[src/rtl/operand_loader.sv]
// Loads two operands from a shared bus, strobes an external equality comparator and holds its
// registered answer until consumed. Define OPLOAD_TIMEOUT_EN to abort a stalled operand-B load.
module operand_loader #(
  parameter int unsigned inputsize      = 8,
  parameter int unsigned timeout_cycles = 16
) (
  input  logic                 clk,
  input  logic                 reset,
  input  logic [inputsize-1:0] data_in,
  input  logic                 data_valid,
  output logic                 data_ready,
  output logic [inputsize-1:0] A,
  output logic [inputsize-1:0] B,
  output logic                 enable,
  input  logic                 ab_in,
  output logic                 result,
  output logic                 result_valid,
  input  logic                 result_ready,
  output logic                 error
);

  typedef enum logic [2:0] {LOAD_A, LOAD_B, COMPARE, WAIT, DONE} state_e;

  if (timeout_cycles == 0) begin : g_bad_timeout
    $error("operand_loader: timeout_cycles must be nonzero");
  end

  state_e               r_state;
  logic [inputsize-1:0] r_a;
  logic [inputsize-1:0] r_b;
  logic                 r_enable;
  logic                 r_result;
  logic                 r_result_valid;
  logic                 r_data_ready;
  logic                 w_accept;
  logic                 w_timeout;

  assign w_accept = r_data_ready & data_valid;

`ifdef OPLOAD_TIMEOUT_EN
  localparam int unsigned CntW = $clog2(timeout_cycles + 1);

  logic [CntW-1:0] r_cnt;
  logic            r_error;

  // Fires on the edge that ends the timeout_cycles-th consecutive idle LOAD_B cycle.
  assign w_timeout = (r_state == LOAD_B) && !data_valid &&
                     (r_cnt == CntW'(timeout_cycles - 1));

  always_ff @(posedge clk) begin
    if (reset) begin
      r_cnt   <= '0;
      r_error <= 1'b0;
    end else begin
      r_error <= w_timeout;
      if ((r_state == LOAD_B) && !w_accept && !w_timeout) begin
        r_cnt <= r_cnt + 1'b1;
      end else begin
        r_cnt <= '0;
      end
    end
  end

  assign error = r_error;
`else
  assign w_timeout = 1'b0;
  assign error     = 1'b0;
`endif

  always_ff @(posedge clk) begin
    if (reset) begin
      r_state        <= LOAD_A;
      r_a            <= '0;
      r_b            <= '0;
      r_enable       <= 1'b0;
      r_result       <= 1'b0;
      r_result_valid <= 1'b0;
      r_data_ready   <= 1'b1;
    end else begin
      r_enable <= 1'b0;
      unique case (r_state)
        LOAD_A: begin
          if (w_accept) begin
            r_a     <= data_in;
            r_state <= LOAD_B;
          end
        end
        LOAD_B: begin
          if (w_accept) begin
            r_b          <= data_in;
            r_state      <= COMPARE;
            r_enable     <= 1'b1;
            r_data_ready <= 1'b0;
          end else if (w_timeout) begin
            r_state <= LOAD_A;
          end
        end
        COMPARE: begin
          r_state <= WAIT;
        end
        WAIT: begin
          // Comparator registered its answer at the COMPARE edge; it is valid only now.
          r_result       <= ab_in;
          r_result_valid <= 1'b1;
          r_state        <= DONE;
        end
        DONE: begin
          if (result_ready) begin
            r_result_valid <= 1'b0;
            r_data_ready   <= 1'b1;
            r_state        <= LOAD_A;
          end
        end
        default: begin
          r_state        <= LOAD_A;
          r_result_valid <= 1'b0;
          r_data_ready   <= 1'b1;
        end
      endcase
    end
  end

  assign data_ready   = r_data_ready;
  assign A            = r_a;
  assign B            = r_b;
  assign enable       = r_enable;
  assign result       = r_result;
  assign result_valid = r_result_valid;

endmodule

[config.mk]
export PLATFORM = sky130hd
export DESIGN_NAME = operand_loader
export DESIGN_NICKNAME = d
export VERILOG_FILES = /design/src/rtl/operand_loader.sv
export SDC_FILE = /design/constraint.sdc
export NUM_CORES = 1
export LEC_CHECK = 0
export BUFFER_PORTS_ARGS = -buffer_cell sky130_fd_sc_hd__clkbuf_2
export CAP_MARGIN = 5
export CORE_MARGIN = 5
export CORE_UTILIZATION = 52
export CTS_CLUSTER_SIZE = 12
export DETAILED_ROUTE_END_ITERATION = 8
export GPL_TIMING_DRIVEN = 0
export PLACE_DENSITY = 0.82
export SLEW_MARGIN = 5
export SYNTH_ARGS = -nofsm -noshare
export SYNTH_HDL_FRONTEND = slang
export SYNTH_SLANG_ARGS = --single-unit
[constraint.sdc]
create_clock -name clk -period 3.1 [get_ports clk]
set_input_delay 0.62 -clock clk [delete_from_list [all_inputs] [get_ports clk]]
set_output_delay 0.62 -clock clk [all_outputs]
set_load 0.02 [all_outputs]
Word-level counts from Yosys, hierarchy flattened. Index checks and enable logic that the tools add are counted.

Input bits: 13. Bits in registers: 23. Output and inout bits: 21.

Equality and inequality tests: 7. Reductions and logical operators: 9. Muxes and demuxes: 10. Bitwise logic cells: 4.

Operator list (count): $pmux 3 s5 (1); $mux 3 (3); $eq 3x2->1 const B (2); $ne 2x2->1 const B (3); $pmux 1 s3 (2); $reduce_and 2->1 (3); $reduce_and 3->1 (2); $reduce_or 3->1 (2); $mux 1 (4); $eq 3x1->1 const B (1); $eq 3x3->1 const B (1); $logic_not 3->1 (1); $not 1->1 (3); $reduce_or 2->1 (1); $and 1x1->1 (1).

Depth between registers and ports, before layout. Gate-level depths: netlist of the first run.

Depth after elaboration: 4. Mapped depth: 5. Mapped depth without buffers: 3.

Worst setup path before layout of the first run. Ideal clock, no wire load.

Path type: input port to flip-flop. From: input port data_valid. To: register r_a[3], in the netlist A[3]. Setup slack: 1.582 ns. Stages on the path: 4. Path buffers: 1. Arrival time: 1.400 ns. Required time: 2.982 ns. Path through: nand2_1 or4_4 buf_6 mux2i_1.

Longest elaborated chain between the ends: 2.

RTL lines: start: declaration (line 10) `input logic data_valid,`; $and 1x1->1 (line 38) `assign w_accept = r_data_ready & data_valid;`; $reduce_and 2->1 (no source line); end signal: assignment (line 84) `r_a <= data_in;`; end: declaration (line 29) `logic [inputsize-1:0] r_a;`.

Every way passes these cells. A chain may end at the register's enable or synchronous reset.

Worst setup path after layout of the first run.
From: register r_data_ready, in the netlist data_ready. To: output port data_ready.

RTL lines: start: declaration (line 34) `logic r_data_ready;`; start signal: assignment (line 78) `r_data_ready <= 1'b1;`; start signal: assignment (line 93) `r_data_ready <= 1'b0;`; start signal: assignment (line 110) `r_data_ready <= 1'b1;`; end: declaration (line 11) `output logic data_ready,`.

No word-level cell between the ends.

==> impl_metrics.env, run 1 <==
export IMPL_gr_total_overflow=0
export IMPL_antenna_cells=0
export IMPL_cp_required_ns=2.48
export IMPL_ioPinCount=34
export IMPL_p_total_uw=664
export IMPL_p_seq_share_pct=51.1
export IMPL_core_area_um2=1780
export IMPL_tns_ns=0
export IMPL_drive_gt1_share_pct=33.3
export IMPL_finalHoldViolations=0
export IMPL_grt_pass1_wl_um=3280
export IMPL_syn_nets=112
export IMPL_grt_max_degree=14
export IMPL_cp_buffers_inverters=1
export IMPL_irDropWorstVdd_v=0.000374
export IMPL_cts_setup_buffers=0
export IMPL_antenna_found_initial=0
export IMPL_hp_class="register to register"
export IMPL_cp_slowest_cell="dfxtp_1"
export IMPL_grt_pass1_vias=747
export IMPL_cts_sinks=23
export IMPL_clkPwrFrac_pct=21.1
export IMPL_die_w_um=53.9
export IMPL_ys_ff_latch=23
export IMPL_grt_use_met2_pct=25.6
export IMPL_max_freq_mhz=663
export IMPL_row_count=15
export IMPL_avgSynthCellArea_um2=10.1
export IMPL_die_y_um=53.9
export IMPL_switching_share_pct=31.5
export IMPL_drv_slew=0
export IMPL_post_route_period_util_pct=48.7
export IMPL_critPathLaunchType="register"
export IMPL_maxCapViolations=0
export IMPL_switchingPower_uw=209
export IMPL_portBuffers=32
export IMPL_fill_cells=150
export IMPL_path_cells="clkbuf_2"
export IMPL_tritoncts="done"
export IMPL_track_usage_pct=15.7
export IMPL_first_pass_iters=4
export IMPL_multi_input_area_um2=484
export IMPL_crit_arrival_ns=0.89
export IMPL_gp_congestion=0.687
export IMPL_cts_buffer_depth=2
export IMPL_path_max_fanout=4
export IMPL_crit_family="flip-flops"
export IMPL_postRouteAntennaNets=0
export IMPL_final_net_count=149
export IMPL_max_stage_delay_ns=0.39
export IMPL_period_needed_ns=1.51
export IMPL_pwr_share_comb_pct=27.8
export IMPL_p_leak_uw=0.000582
export IMPL_wl_per_cell_um=12.3
export IMPL_grtUsageMet3_pct=5.54
export IMPL_synth_area_leaders="dfxtp_1 46%, mux2i_1 17%, nand2b_1 16%"
export IMPL_ctsResizeCount=0
export IMPL_clk_latency_ns=0.31
export IMPL_powerDensity_nw_per_um2=543
export IMPL_synthCells=99
export IMPL_skew_ns=0.00422
export IMPL_p_int_uw=455
export IMPL_die_area_um2=2910
export IMPL_cts_htree_levels=1
export IMPL_endpoint_kind="output port"
export IMPL_status="completed"
export IMPL_drt_iter0_markers=8
export IMPL_via_per_inst=4.91
export IMPL_grt_busiest_layer="met2"
export IMPL_ys_warnings_count=0
export IMPL_numCtsBuffers=3
export IMPL_yosysSeqAreaShare_pct=45.9
export IMPL_start_util_pct=56.3
export IMPL_seq_area_um2=460
export IMPL_dp_hpwl_um=1470
export IMPL_root_buffer="clkbuf_4"
export IMPL_cts_hold_buf=0
export IMPL_routed_wl_um=1960
export IMPL_synth_top_area_cell="dfxtp_1"
export IMPL_grtUsageMet1_pct=18.7
export IMPL_area_growth_pct=21.8
export IMPL_drc_errors=0
export IMPL_synth_area_um2=1000
export IMPL_synth_cell_types=22
export IMPL_synth_top_cell_area_share_pct=45.9
export IMPL_setup_violations=0
export IMPL_crit_type="register to output port"
export IMPL_vias=786
export IMPL_rsz0062_at_grt="false"
export IMPL_path_clk_slew_ns=0.12
through the flow:
stage               hold slack, ns  cells  utilization, %  cell area (um^2)  worst slack [ns]
floorplan                    0.533     99               -              1000              1.58
global placement             0.443    156            67.0              1190              1.45
detailed placement           0.470    156            67.0              1190              1.43
CTS                          0.488    160            68.6              1220              1.58
global route                 0.498    160            68.6              1220              1.53
finish                       0.480    160            68.6              1220              1.59
power by group through the flow:
stage	clock network, uW	registers (uW)	logic (uW)
finish	140	340	185
CTS	144	340	186
detailed placement	0	346	186
global route	159	344	200
global placement	0	344	182
floorplan	0	375	107
synthesized netlist by cell type:
cell type and number:
nor2b_1 1, buf_4 2, or4_4 1, a21o_1 1, nor2_1 3, buf_2 2, mux2i_1 17, or3_1 1
dfxtp_1 23, conb_1 1, nor3_2 1, clkbuf_1 3, nor3_1 2, o31ai_1 1, nand3b_1 1, a21oi_1 4
o21ai_0 1, nand2_1 4, buf_6 2, xor2_1 1, nand2b_1 26, nor4_4 1
state kept, by name (all words and copies together), names as in the netlist:
signal	cells
data_ready	1
A	8
enable	1
r_state	3
B	8
result_valid	1
result	1
final cells by class:
class	instances	area share (%)
multi-input combinational	67	39.6
sequential	23	37.7
timing repair buffer	32	13.1
buffer	9	4.81
tap	25	2.56
clock buffer	3	1.84
clock inverter	1	0.409
routing by layer:
layer | routed length, um | vias up | part of all wire, %
li1 | - | 397 | -
met1 | 851 | 360 | 43
met2 | 915 | 24 | 47
met3 | 163 | 5 | 8.3
met4 | 31 | 0 | 1.6
met5 | 0 | - | 0
cells in the final DEF, fill, tap and decap left out, types with 2 or more instances in the layout:
cell type / netlist / layout
nor2_1: 3 / 3
clkbuf_1: 3 / 3
buf_4: 2 / 2
mux2i_1: 17 / 17
nand2b_1: 26 / 26
buf_2: 2 / 2
clkbuf_4: 0 / 3
nor3_1: 2 / 2
a21oi_1: 4 / 4
nand2_1: 4 / 4
dfxtp_1: 23 / 23
buf_6: 2 / 2
clkbuf_2: 0 / 32
final timing paths:
path | start | to | slack, ns | cells past startpoint
setup reg to reg | r_state[2] | B[1] | 1.73 | 5
hold / removal | B[6] | B[6] | 0.48 | 2
hold reg to reg | B[6] | B[6] | 0.48 | 2
setup / recovery | data_ready | data_ready | 1.59 | 1
worst reg2reg max path: stages, from the launching register on:
cell      delay (ns)
dfxtp_1         0.31
buf_2           0.16
nand2b_1        0.18
or3_1           0.30
buf_2           0.18
mux2i_1         0.13
cells by family after synthesis:
kind of cell    Yosys count  synth area share, %
simple gates             41                 26.1
flops                    23                 45.9
mux                      17                 17.0
buf+inv                   9                 5.86
compound gates            7                 3.99
xor+xnor                  1                0.873
other cells               1                0.374
Power figures use the tool's default switching activity.
==> run 2, diff against run 1 <==
--- a/config.mk
+++ b/config.mk
@@ -5,14 +5,15 @@
 export SDC_FILE = /design/constraint.sdc
 export NUM_CORES = 1
 export LEC_CHECK = 0
+export ABC_AREA = 1
 export BUFFER_PORTS_ARGS = -buffer_cell sky130_fd_sc_hd__clkbuf_2
 export CAP_MARGIN = 5
 export CORE_MARGIN = 5
-export CORE_UTILIZATION = 52
+export CORE_UTILIZATION = 48
 export CTS_CLUSTER_SIZE = 12
 export DETAILED_ROUTE_END_ITERATION = 8
 export GPL_TIMING_DRIVEN = 0
-export PLACE_DENSITY = 0.82
+export PLACE_DENSITY = 0.77
 export SLEW_MARGIN = 5
 export SYNTH_ARGS = -nofsm -noshare
 export SYNTH_HDL_FRONTEND = slang
==> constraint.sdc (replaced) <==
create_clock -name clk -period 1.52 [get_ports clk]
set_input_delay 0.304 -clock clk [delete_from_list [all_inputs] [get_ports clk]]
set_output_delay 0.304 -clock clk [all_outputs]
set_load 0.02 [all_outputs]
==> run 2 against run 1 <==
Area after synthesis down 1.6%. Die area up 5.3%. Combinational power up 110%. Flip-flop and latch count unchanged. Via count up 14%. Register-to-register slack worse by 1.4 ns. Sequential share of layout area up 0.47 points. Utilization down 7.0 points. Setup slack worse by 1.3 ns. Critical path type unchanged. Critical endpoint unchanged.
==> impl_metrics.env, run 2 <==
export IMPL_status="completed"
export IMPL_seq_area_um2=460
export IMPL_die_area_um2=3060
export IMPL_final_net_count=193
export IMPL_grt_pass1_wl_um=3590
export IMPL_r2r_end="A[7]"
export IMPL_synthMuxAreaShare_pct=0
export IMPL_synth_edf_count=0
export IMPL_tritoncts="done"
export IMPL_ctsResizeCount=0
export IMPL_final_cell_area_um2=1210
export IMPL_dp_hpwl_um=1630
export IMPL_antenna_cells=0
export IMPL_yosysSeqAreaShare_pct=46.6
export IMPL_placed_area_um2=1180
export IMPL_portBuffers=32
export IMPL_max_stage_delay_ns=0.40
export IMPL_syn_nets=156
export IMPL_irDropWorstVdd_v=0.000680
export IMPL_tns_ns=0
export IMPL_synth_top_area_cell="dfxtp_1"
export IMPL_first_pass_iters=4
export IMPL_cp_required_ns=1.22
export IMPL_holdWs_ns=0.206
export IMPL_grt_busiest_layer="met2"
export IMPL_cts_htree_levels=1
export IMPL_gr_total_overflow=0
export IMPL_vias=899
export IMPL_final_cell_mix="40 x nor2_1, 39 x nand2_1, 32 x clkbuf_2, 23 x dfxtp_1, 19 x inv_1"
export IMPL_synth_area_leaders="dfxtp_1 47%, nor2_1 15%, nand2_1 15%"
export IMPL_final_common_cell="nor2_1"
export IMPL_synth_fa_ha_area_share_pct=0
export IMPL_drv_slew=0
export IMPL_root_buffer="clkbuf_4"
export IMPL_critPathLaunchType="register"
export IMPL_crit_path_end="data_ready"
export IMPL_crit_family="flip-flops"
export IMPL_synth_compound_area_share_pct=2.79
export IMPL_max_freq_mhz=835
export IMPL_gp_congestion=0.754
export IMPL_numCtsBuffers=3
export IMPL_rsz0062_at_grt="false"
export IMPL_ys_ff_latch=23
export IMPL_path_max_fanout=4
export IMPL_row_count=16
export IMPL_synth_simple_area_share_pct=38.0
export IMPL_area_growth_pct=22.3
export IMPL_powerDensity_nw_per_um2=1130
export IMPL_synth_area_um2=987
export IMPL_core_area_um2=1960
export IMPL_grtUsageMet1_pct=15.7
export IMPL_die_w_um=55.4
export IMPL_postRouteAntennaNets=0
export IMPL_grt_max_degree=13
export IMPL_grt_pass1_vias=860
export IMPL_path_depth=1
export IMPL_endpoint_kind="output port"
export IMPL_cts_sinks=23
export IMPL_antenna_found_initial=0
export IMPL_hp_class="input port to register"
export IMPL_synthMostInstantiatedCell="nor2_1"
export IMPL_clk_latency_ns=0.31
export IMPL_cp_buffers_inverters=1
export IMPL_cp_slowest_cell="dfxtp_1"
export IMPL_die_y_um=55.4
export IMPL_synth_top_cell_area_share_pct=46.6
export IMPL_r2r_start="data_ready"
export IMPL_routed_wl_um=2080
export IMPL_synth_xor_xnor_area_share_pct=0
export IMPL_avgSynthCellArea_um2=6.90
export IMPL_ys_flop_type="dfxtp_1"
export IMPL_synth_cell_types=16
export IMPL_wl_per_cell_um=10.1
export IMPL_path_clk_slew_ns=0.12
export IMPL_synthTopCellsByCount="40 x nor2_1, 39 x nand2_1, 23 x dfxtp_1"
export IMPL_cts_buffer_depth=2
export IMPL_setup_violations=0
export IMPL_post_route_period_util_pct=78.8
export IMPL_cts_hold_buf=0
export IMPL_startpoint="data_ready"
export IMPL_drive_gt1_share_pct=25.1
export IMPL_crit_type="register to output port"
export IMPL_crit_arrival_ns=0.89
export IMPL_grt_use_met2_pct=24.8
export IMPL_p_leak_uw=0.000670
export IMPL_start_util_pct=50.3
export IMPL_ys_warnings_count=0
export IMPL_drt_iter0_markers=3
export IMPL_skew_ns=0.00358
export IMPL_path_cells="clkbuf_2"
export IMPL_multi_input_area_um2=407
export IMPL_ioPinCount=34
export IMPL_drc_errors=0
export IMPL_r2r_cells=6
export IMPL_maxCapViolations=0
export IMPL_grtUsageMet3_pct=2.56
export IMPL_synth_async_reset_ratio_pct=0
export IMPL_fill_cells=195
export IMPL_period_needed_ns=1.20
export IMPL_finalHoldViolations=0
export IMPL_via_per_inst=4.36
export IMPL_regToRegSetupSlack_ns=0.36
export IMPL_track_usage_pct=14.3
export IMPL_synthCells=143
export IMPL_synth_top_family_by_area="simple AND/OR/NAND/NOR gates"
export IMPL_cts_setup_buffers=0
[run 2: cell types whose count changed after synthesis, moves of 2 or more]
cell      delta
nand3_1      +4
nand2b_1    -26
nor3_1       -2
nor2_1      +37
buf_2        -2
clkbuf_1     -3
nand3_4      +2
clkinv_1     +2
nand2_2      +2
mux2i_1     -17
nand2_1     +35
inv_1       +19
[run 2: through the flow]
step / cells / worst slack (ns) / util [%] / total power (uW)
after floorplan: 143 / 0.361 / - / 985
after global placement: 202 / 0.349 / 60.2 / 1090
after detailed placement: 202 / 0.336 / 60.2 / 1100
after CTS: 206 / 0.312 / 61.5 / 1380
after global routing: 206 / 0.281 / 61.5 / 1460
final: 206 / 0.322 / 61.5 / 1360
[run 2: worst min-delay path by stage]
| stage | start | endpoint | slack (ns) | cells after the start |
|---|---|---|---|---|
| 2_1_floorplan | reset | r_state[0] | 0.37 | 1 |
| 3_3_place_gp | data_ready | data_ready | 0.47 | 2 |
| 3_5_place_dp | data_ready | data_ready | 0.48 | 2 |
| 4_1_cts | reset | r_state[0] | 0.20 | 2 |
| 5_1_grt | reset | r_state[2] | 0.20 | 2 |
| 6_report | reset | r_state[2] | 0.21 | 2 |
[run 2: cell families (layout without fill, tap and decap cells)]
logic type / Yosys count / count (layout)
buf+inv: 26 / 62
simple gates: 88 / 88
flops: 23 / 23
other cells: 1 / 1
compound gates: 5 / 5
[run 2: area by class of cell]
type	instances	area share [%]
sequential	23	38.1
multi-input combinational	94	33.7
clock buffer	4	2.18
tap	27	2.80
timing repair buffer	32	13.3
buffer	4	3.11
inverter	22	6.84
[run 2: routing by layer]
metal,vias to the layer above,wire length [um]
li1,486,-
met4,0,57
met2,21,1030
met5,-,0
met3,5,94
met1,387,895
[run 2: where the power goes]
part / internal (uW) / leakage, uW / switching, uW
clock: 103 / 0.0000150 / 176
sequential: 667 / 0.000188 / 39.2
combinational: 136 / 0.000466 / 244
